<file path="src/rtl/dm_arbiter.sv">
// Two-requester round-robin arbiter/sequencer for the single-port data memory.
// Optional bus-lock grant extension is enabled by defining DM_ARB_LOCK_EN.
module dm_arbiter #(
    parameter int DEPTH_WORDS = 1024,
    parameter int LOCK_MAX    = 8
) (
    input  logic        clk,
    input  logic        reset,
    input  logic        req0,
    input  logic        req1,
    input  logic        we0,
    input  logic        we1,
    input  logic [31:0] addr0,
    input  logic [31:0] addr1,
    input  logic [31:0] wdata0,
    input  logic [31:0] wdata1,
    input  logic        lock0,
    input  logic        lock1,
    output logic        ack0,
    output logic        ack1,
    output logic [31:0] rdata,
    output logic        err,
    output logic [31:0] mem_addr,
    output logic [31:0] mem_wd,
    output logic        mem_wr,
    input  logic [31:0] mem_rd
);

    typedef enum logic [1:0] {IDLE, ISSUE, RESP} state_t;

    localparam logic [31:0] ADDR_LIMIT = 32'(4 * DEPTH_WORDS);

    state_t      state_q, state_d;
    logic        sel_q, sel_d;
    logic        we_q, we_d;
    logic        rr_q, rr_d;
    logic [31:0] addr_q, addr_d;
    logic [31:0] wdata_q, wdata_d;
    logic [31:0] rdata_q, rdata_d;
    logic        err_q, err_d;
    logic        grant_sel;
    logic        bad;

`ifdef DM_ARB_LOCK_EN
    localparam int CNT_W = $clog2(LOCK_MAX + 1);
    localparam logic [CNT_W-1:0] CNT_MAX = CNT_W'(LOCK_MAX);

    logic [CNT_W-1:0] cnt_q, cnt_d;
    logic             prev_lock;
    logic             prev_req;

    assign prev_lock = sel_q ? lock1 : lock0;
    assign prev_req  = sel_q ? req1 : req0;
`else
    logic unused_lock;
    assign unused_lock = lock0 ^ lock1;
`endif

    assign bad = (addr_q[1:0] != 2'b00) || (addr_q >= ADDR_LIMIT);

    // Winner when sampled in IDLE; a lone requester always wins.
    always_comb begin
        grant_sel = 1'b0;
        if (req0 && req1) begin
            grant_sel = rr_q;
        end else if (req1) begin
            grant_sel = 1'b1;
        end
`ifdef DM_ARB_LOCK_EN
        // cnt_q == 0 means nothing granted since reset, so no lock holder yet.
        if ((cnt_q != '0) && (cnt_q < CNT_MAX) && prev_lock && prev_req) begin
            grant_sel = sel_q;
        end
`endif
    end

    always_comb begin
        state_d = state_q;
        sel_d   = sel_q;
        we_d    = we_q;
        addr_d  = addr_q;
        wdata_d = wdata_q;
        rr_d    = rr_q;
        rdata_d = rdata_q;
        err_d   = err_q;
`ifdef DM_ARB_LOCK_EN
        cnt_d   = cnt_q;
`endif
        case (state_q)
            IDLE: begin
                if (req0 || req1) begin
                    sel_d   = grant_sel;
                    we_d    = grant_sel ? we1 : we0;
                    addr_d  = grant_sel ? addr1 : addr0;
                    wdata_d = grant_sel ? wdata1 : wdata0;
                    rr_d    = ~grant_sel;
                    state_d = ISSUE;
`ifdef DM_ARB_LOCK_EN
                    if ((grant_sel == sel_q) && (cnt_q != '0) &&
                        (grant_sel ? lock1 : lock0)) begin
                        cnt_d = (cnt_q < CNT_MAX) ? cnt_q + 1'b1 : cnt_q;
                    end else begin
                        cnt_d = CNT_W'(1);
                    end
`endif
                end
            end
            ISSUE: begin
                rdata_d = (bad || we_q) ? 32'h0 : mem_rd;
                err_d   = bad;
                state_d = RESP;
            end
            RESP: begin
                state_d = IDLE;
            end
            default: begin
                state_d = IDLE;
            end
        endcase
    end

    always_ff @(posedge clk or negedge reset) begin
        if (!reset) begin
            state_q <= IDLE;
            sel_q   <= 1'b0;
            we_q    <= 1'b0;
            rr_q    <= 1'b0;
            addr_q  <= 32'h0;
            wdata_q <= 32'h0;
            rdata_q <= 32'h0;
            err_q   <= 1'b0;
`ifdef DM_ARB_LOCK_EN
            cnt_q   <= '0;
`endif
        end else begin
            state_q <= state_d;
            sel_q   <= sel_d;
            we_q    <= we_d;
            rr_q    <= rr_d;
            addr_q  <= addr_d;
            wdata_q <= wdata_d;
            rdata_q <= rdata_d;
            err_q   <= err_d;
`ifdef DM_ARB_LOCK_EN
            cnt_q   <= cnt_d;
`endif
        end
    end

    // Latched fields only change at grant, so the memory bus holds outside ISSUE.
    assign mem_addr = addr_q;
    assign mem_wd   = wdata_q;
    assign mem_wr   = (state_q == ISSUE) && we_q && !bad;
    assign ack0     = (state_q == RESP) && !sel_q;
    assign ack1     = (state_q == RESP) && sel_q;
    assign rdata    = rdata_q;
    assign err      = err_q;

endmodule

</file>
<file path="config.mk">
export PLATFORM = sky130hd
export DESIGN_NAME = dm_arbiter
export DESIGN_NICKNAME = d
export VERILOG_FILES = /design/src/rtl/dm_arbiter.sv
export SDC_FILE = /design/constraint.sdc
export NUM_CORES = 1
export LEC_CHECK = 0
export ABC_AREA = 1
export BUFFER_PORTS_ARGS = -buffer_cell sky130_fd_sc_hd__buf_4
export CAP_MARGIN = 20
export CORE_UTILIZATION = 41
export CTS_BUF_LIST = sky130_fd_sc_hd__clkbuf_8
export CTS_CLUSTER_SIZE = 20
export DETAILED_ROUTE_END_ITERATION = 8
export GPL_TIMING_DRIVEN = 0
export PLACE_DENSITY = 0.78
export SETUP_SLACK_MARGIN = 0.05
export SLEW_MARGIN = 10
export SYNTH_ARGS = -nofsm -noshare
export SYNTH_HDL_FRONTEND = slang
export SYNTH_SLANG_ARGS = --single-unit
</file>
<file path="constraint.sdc">
create_clock -name clk -period 1.2 [get_ports clk]
set_clock_uncertainty 0.1 [all_clocks]
set_input_delay 0.18 -clock clk [delete_from_list [all_inputs] [get_ports clk]]
set_output_delay 0.18 -clock clk [all_outputs]
set_load 0.01 [all_outputs]
</file>
==> results.ini, run 1 <==
[status]
status=aborted with a tool error
haltStage=global routing (5_1_grt)
firstError=[ERROR DPL-0038] Utilization greater than 100%, impossible to legalize

[floorplan]
start_util=0.4273
rows=38
die_w_um=109.2
ioPinCount=268
die_y_um=109.2

[timing]
worst-ep-kind=output port
worst_endpoint=mem_wr

[synthesis]
synth_warnings=0
avgSynthCellArea_um2=7.829
synth_area_leader_cell=dfrtp_1
syn_inst=602
synth.distinct_cells=19
synth_seq_cells=102
synth-main-ff-cell=dfrtp_1
synth_fp_nets=770
synth_most_common_cell=nand2_1
synth_common_cells=nand2_1, dfrtp_1, nand3_1
ys_seq_area_frac=0.5415
yosysTopAreaCellShare=0.5415
syn_area_um2=4713
synth_edf_count=0
synth_area_leaders=dfrtp_1, nand2_1, nand3_1, nand4_1, nor2_1
postSynth.asyncResetShare=1.000

[clock_network]
h-tree-depth=3
cts_root_buffer=clkbuf_8
cts_buffers=9
clock_sinks=102
clk_path_buf_depth=2

[global_routing]
grt_max_degree=103

[place]
io_buffers=265
post-dp-hpwl_um=11310
routabilityCongestion=0.8478

==> metrics by stage <==
step                TNS, ns  instances  cell area [µm²]  hold WS [ns]  worst slack, ns
floorplan            -4.176        602             4833       -0.2156         -0.08550
global placement     -45.65       1007             6998        0.2794          -0.3013
detailed placement   -22.74       1007             7002        0.2687          -0.3407
CTS                  -39.94       1214             9764       -0.1335          -0.5518
==> timing repair <==
action                                  4_1_cts
pin swaps                                    34
hold endpoints to repair                    167
endpoints found under the setup margin      201
hold buffers                                130
gates resized for setup                     205
setup buffers                                55
gates cloned                                 13
==> cell families after synthesis <==
logic type	synth area share
AOI/OAI and AO/OA	0.006637
DFF	0.5415
buffers and inverters	0.07990
and+or+nand+nor	0.3719
==> run 2: changes to the inputs <==
--- a/config.mk
+++ b/config.mk
@@ -8,13 +8,10 @@
 export ABC_AREA = 1
 export BUFFER_PORTS_ARGS = -buffer_cell sky130_fd_sc_hd__buf_4
 export CAP_MARGIN = 20
-export CORE_UTILIZATION = 41
-export CTS_BUF_LIST = sky130_fd_sc_hd__clkbuf_8
-export CTS_CLUSTER_SIZE = 20
+export CORE_UTILIZATION = 40
 export DETAILED_ROUTE_END_ITERATION = 8
 export GPL_TIMING_DRIVEN = 0
-export PLACE_DENSITY = 0.78
-export SETUP_SLACK_MARGIN = 0.05
+export PLACE_DENSITY_LB_ADDON = 0.15
 export SLEW_MARGIN = 10
 export SYNTH_ARGS = -nofsm -noshare
 export SYNTH_HDL_FRONTEND = slang
==> constraint.sdc (replaced) <==
create_clock -name clk -period 1.6 [get_ports clk]
set_clock_uncertainty 0.1 [all_clocks]
set_input_delay 0.24 -clock clk [delete_from_list [all_inputs] [get_ports clk]]
set_output_delay 0.24 -clock clk [all_outputs]
set_load 0.01 [all_outputs]
==> run 2 against run 1 <==
Net effect: area after synthesis unchanged; the flow now finishes, with violations (negative setup slack); synthesized cell count stayed put.
==> results.ini, run 2 <==
[status]
status=finished, violations left
violations=negative setup slack

[global_routing]
grt_max_degree=103
grt_overflow=0
grt_usage=0.2613
grt_antenna_before_repair=0
grt_pass1_wl_um=25520
grt_pass1_vias=5380

[drt]
drt_iter0_drc=321
vias=5344
dr.pass1.iters=6
wl_um=16050
vias_per_cell=4.863
drc_errors=0
postRouteAntennaNets=0
wl_per_cell_um=14.60

[power]
total_power_uw=12050
pwr-share-seq=0.331
p_sw_frac=0.3773
leakagePower_uw=0.004434
power_density_nw_per_um2=1496
pwr-share-clk=0.180
p_int_uw=7502
p_sw_uw=4545
power_frac_comb=0.489
ir_worst_vdd_mv=0.9779

[floorplan]
die_w_um=110.6
ioPinCount=268
start_util=0.4110
rows=39
dieArea_um2=12220
die_y_um=110.6
coreArea_um2=11470

[synthesis]
synth_warnings=0
postSynth.asyncResetShare=1.000
synth_edf_count=0
synth_area_leaders=dfrtp_1, nand2_1, nand3_1, nand4_1, nor2_1
syn_area_um2=4713
synth-main-ff-cell=dfrtp_1
synth.distinct_cells=19
ys_seq_area_frac=0.5415
syn_inst=602
avgSynthCellArea_um2=7.829
synth_area_leader_cell=dfrtp_1
synth_most_common_cell=nand2_1
yosysTopAreaCellShare=0.5415
synth_fp_nets=770
synth_seq_cells=102
synth_common_cells=nand2_1, dfrtp_1, nand3_1

[timing]
slew_viol_final=0
finalWorstSetupSlack_ns=-0.1626
min_period_over_period=1.102
rsz0062_at_grt=yes
setup_viol_count_final=1
slew_headroom=0.3674
max_freq_mhz=567.3
fin_crit_ns=1.763
tightest_slew_ns=0.9490
hold_violations=0

[job]
drv_cap=0

[setup_path]
arrival_ns=1.42
path_class=reg2out
cp_max_fo=3
cp.required_ns=1.26
end_kind=output port
start_kind=flip-flop

[cells_and_area]
final_nets=1120
final_layout_size_suffix_gt1_frac=0.3703
fin_area_um2=8055
layout_common_cells=buf_4, nand2_1, dfrtp_1
final_common_cell=buf_4
area_growth_pct=70.91
diodes=0

[place]
post-dp-hpwl_um=10870
placed_cell_area_um2=6885
io_buffers=265
routabilityCongestion=0.8176

[clock_network]
cts_buffers=9
tritoncts=done
clk_path_buf_depth=2
clock_sinks=102
h-tree-depth=3
cts_root_buffer=clkbuf_16
clk_pin_slew_ns=0.07
clock_latency_ns=0.34

[hold_path]
hp-class=in2reg

-- run 2: cell counts after synthesis --
Identical to the previous run, type by type.
-- run 2: area by class of cell --
class / instances / area, µm²
clock inverters: 1 / 30.03
fillers: 904 / 3412
repair buffers: 340 / 2721
flip-flops and latches: 102 / 2552
clock buffers: 14 / 254.0
well taps: 143 / 178.9
multi-input cells: 422 / 1846
inverters: 41 / 153.9
plain buffers: 36 / 319.1
-- run 2: power by group through the flow --
stage / Combinational [µW] / Clock [µW] / Sequential, µW
floorplan: 2300 / 0 / 4330
global placement: 4930 / 0 / 4010
detailed placement: 5030 / 0 / 4020
CTS: 5530 / 2230 / 3950
global route: 6430 / 2320 / 4090
finish: 5890 / 2170 / 3990
-- run 2: final timing paths --
path                               from    endpoint  slack (ns)  cells past startpoint
min in group asynchronous         reset   rdata[27]        0.46                      2
setup / recovery           mem_addr[24]      mem_wr       -0.16                      6
max in group asynchronous         reset  mem_wd[18]        0.27                      2
hold / removal               wdata0[24]  mem_wd[24]       0.009                      3
setup reg to reg             state_q[0]   mem_wd[0]        0.02                      8
hold reg to reg               rdata[27]   rdata[27]        0.38                      2
-- run 2: critical path, stage by stage, from the launching register on --
cell     delay [ns]
dfrtp_1        0.41
nor2_2         0.12
nand2_2        0.07
nor2_4         0.16
nand3_2        0.09
nor2_1         0.09
buf_4          0.13
-- run 2: per-stage QoR --
stage	instances	setup WS [ns]	setup TNS, ns	util	hold slack [ns]
6_report	1099	-0.1626	-0.1626	0.7025	0.008886
5_1_grt	1099	-0.2491	-1.712	0.7025	0.001579
4_1_cts	1091	-0.1685	-0.2532	0.6833	0.0001384
3_5_place_dp	1010	-0.1192	-1.028	0.6004	0.3216
3_3_place_gp	1010	-0.1262	-0.9217	0.6001	0.3439
2_1_floorplan	602	0.1772	0	-	-0.1556
-- run 2: cell families (layout without fill, tap and decap cells) --
family / count (synthesis) / in the layout / share of synthesized area
flops: 102 / 102 / 0.5415
compound gates: 4 / 4 / 0.006637
simple gates: 418 / 418 / 0.3719
buf+inv: 78 / 432 / 0.07990
-- run 2: repair_timing --
item | CTS | global route
cloned | 0 | 3
gates resized for setup | 11 | 51
buffers inserted | 18 | 6
pin swaps | 6 | 9
endpoints found under the hold margin | 148 | 0
hold buffers | 49 | 0
endpoints found under the setup margin | 31 | 90
-- run 2: routing by layer --
layer  GRT usage  vias up  routed length (µm)
met1      0.3053     2495                6188
met5           0        -                   0
li1            -     2579                   -
met4     0.09156        0                 474
met2      0.4518      229                8194
met3     0.08123       41                1192
Power figures use the tool's default switching activity.
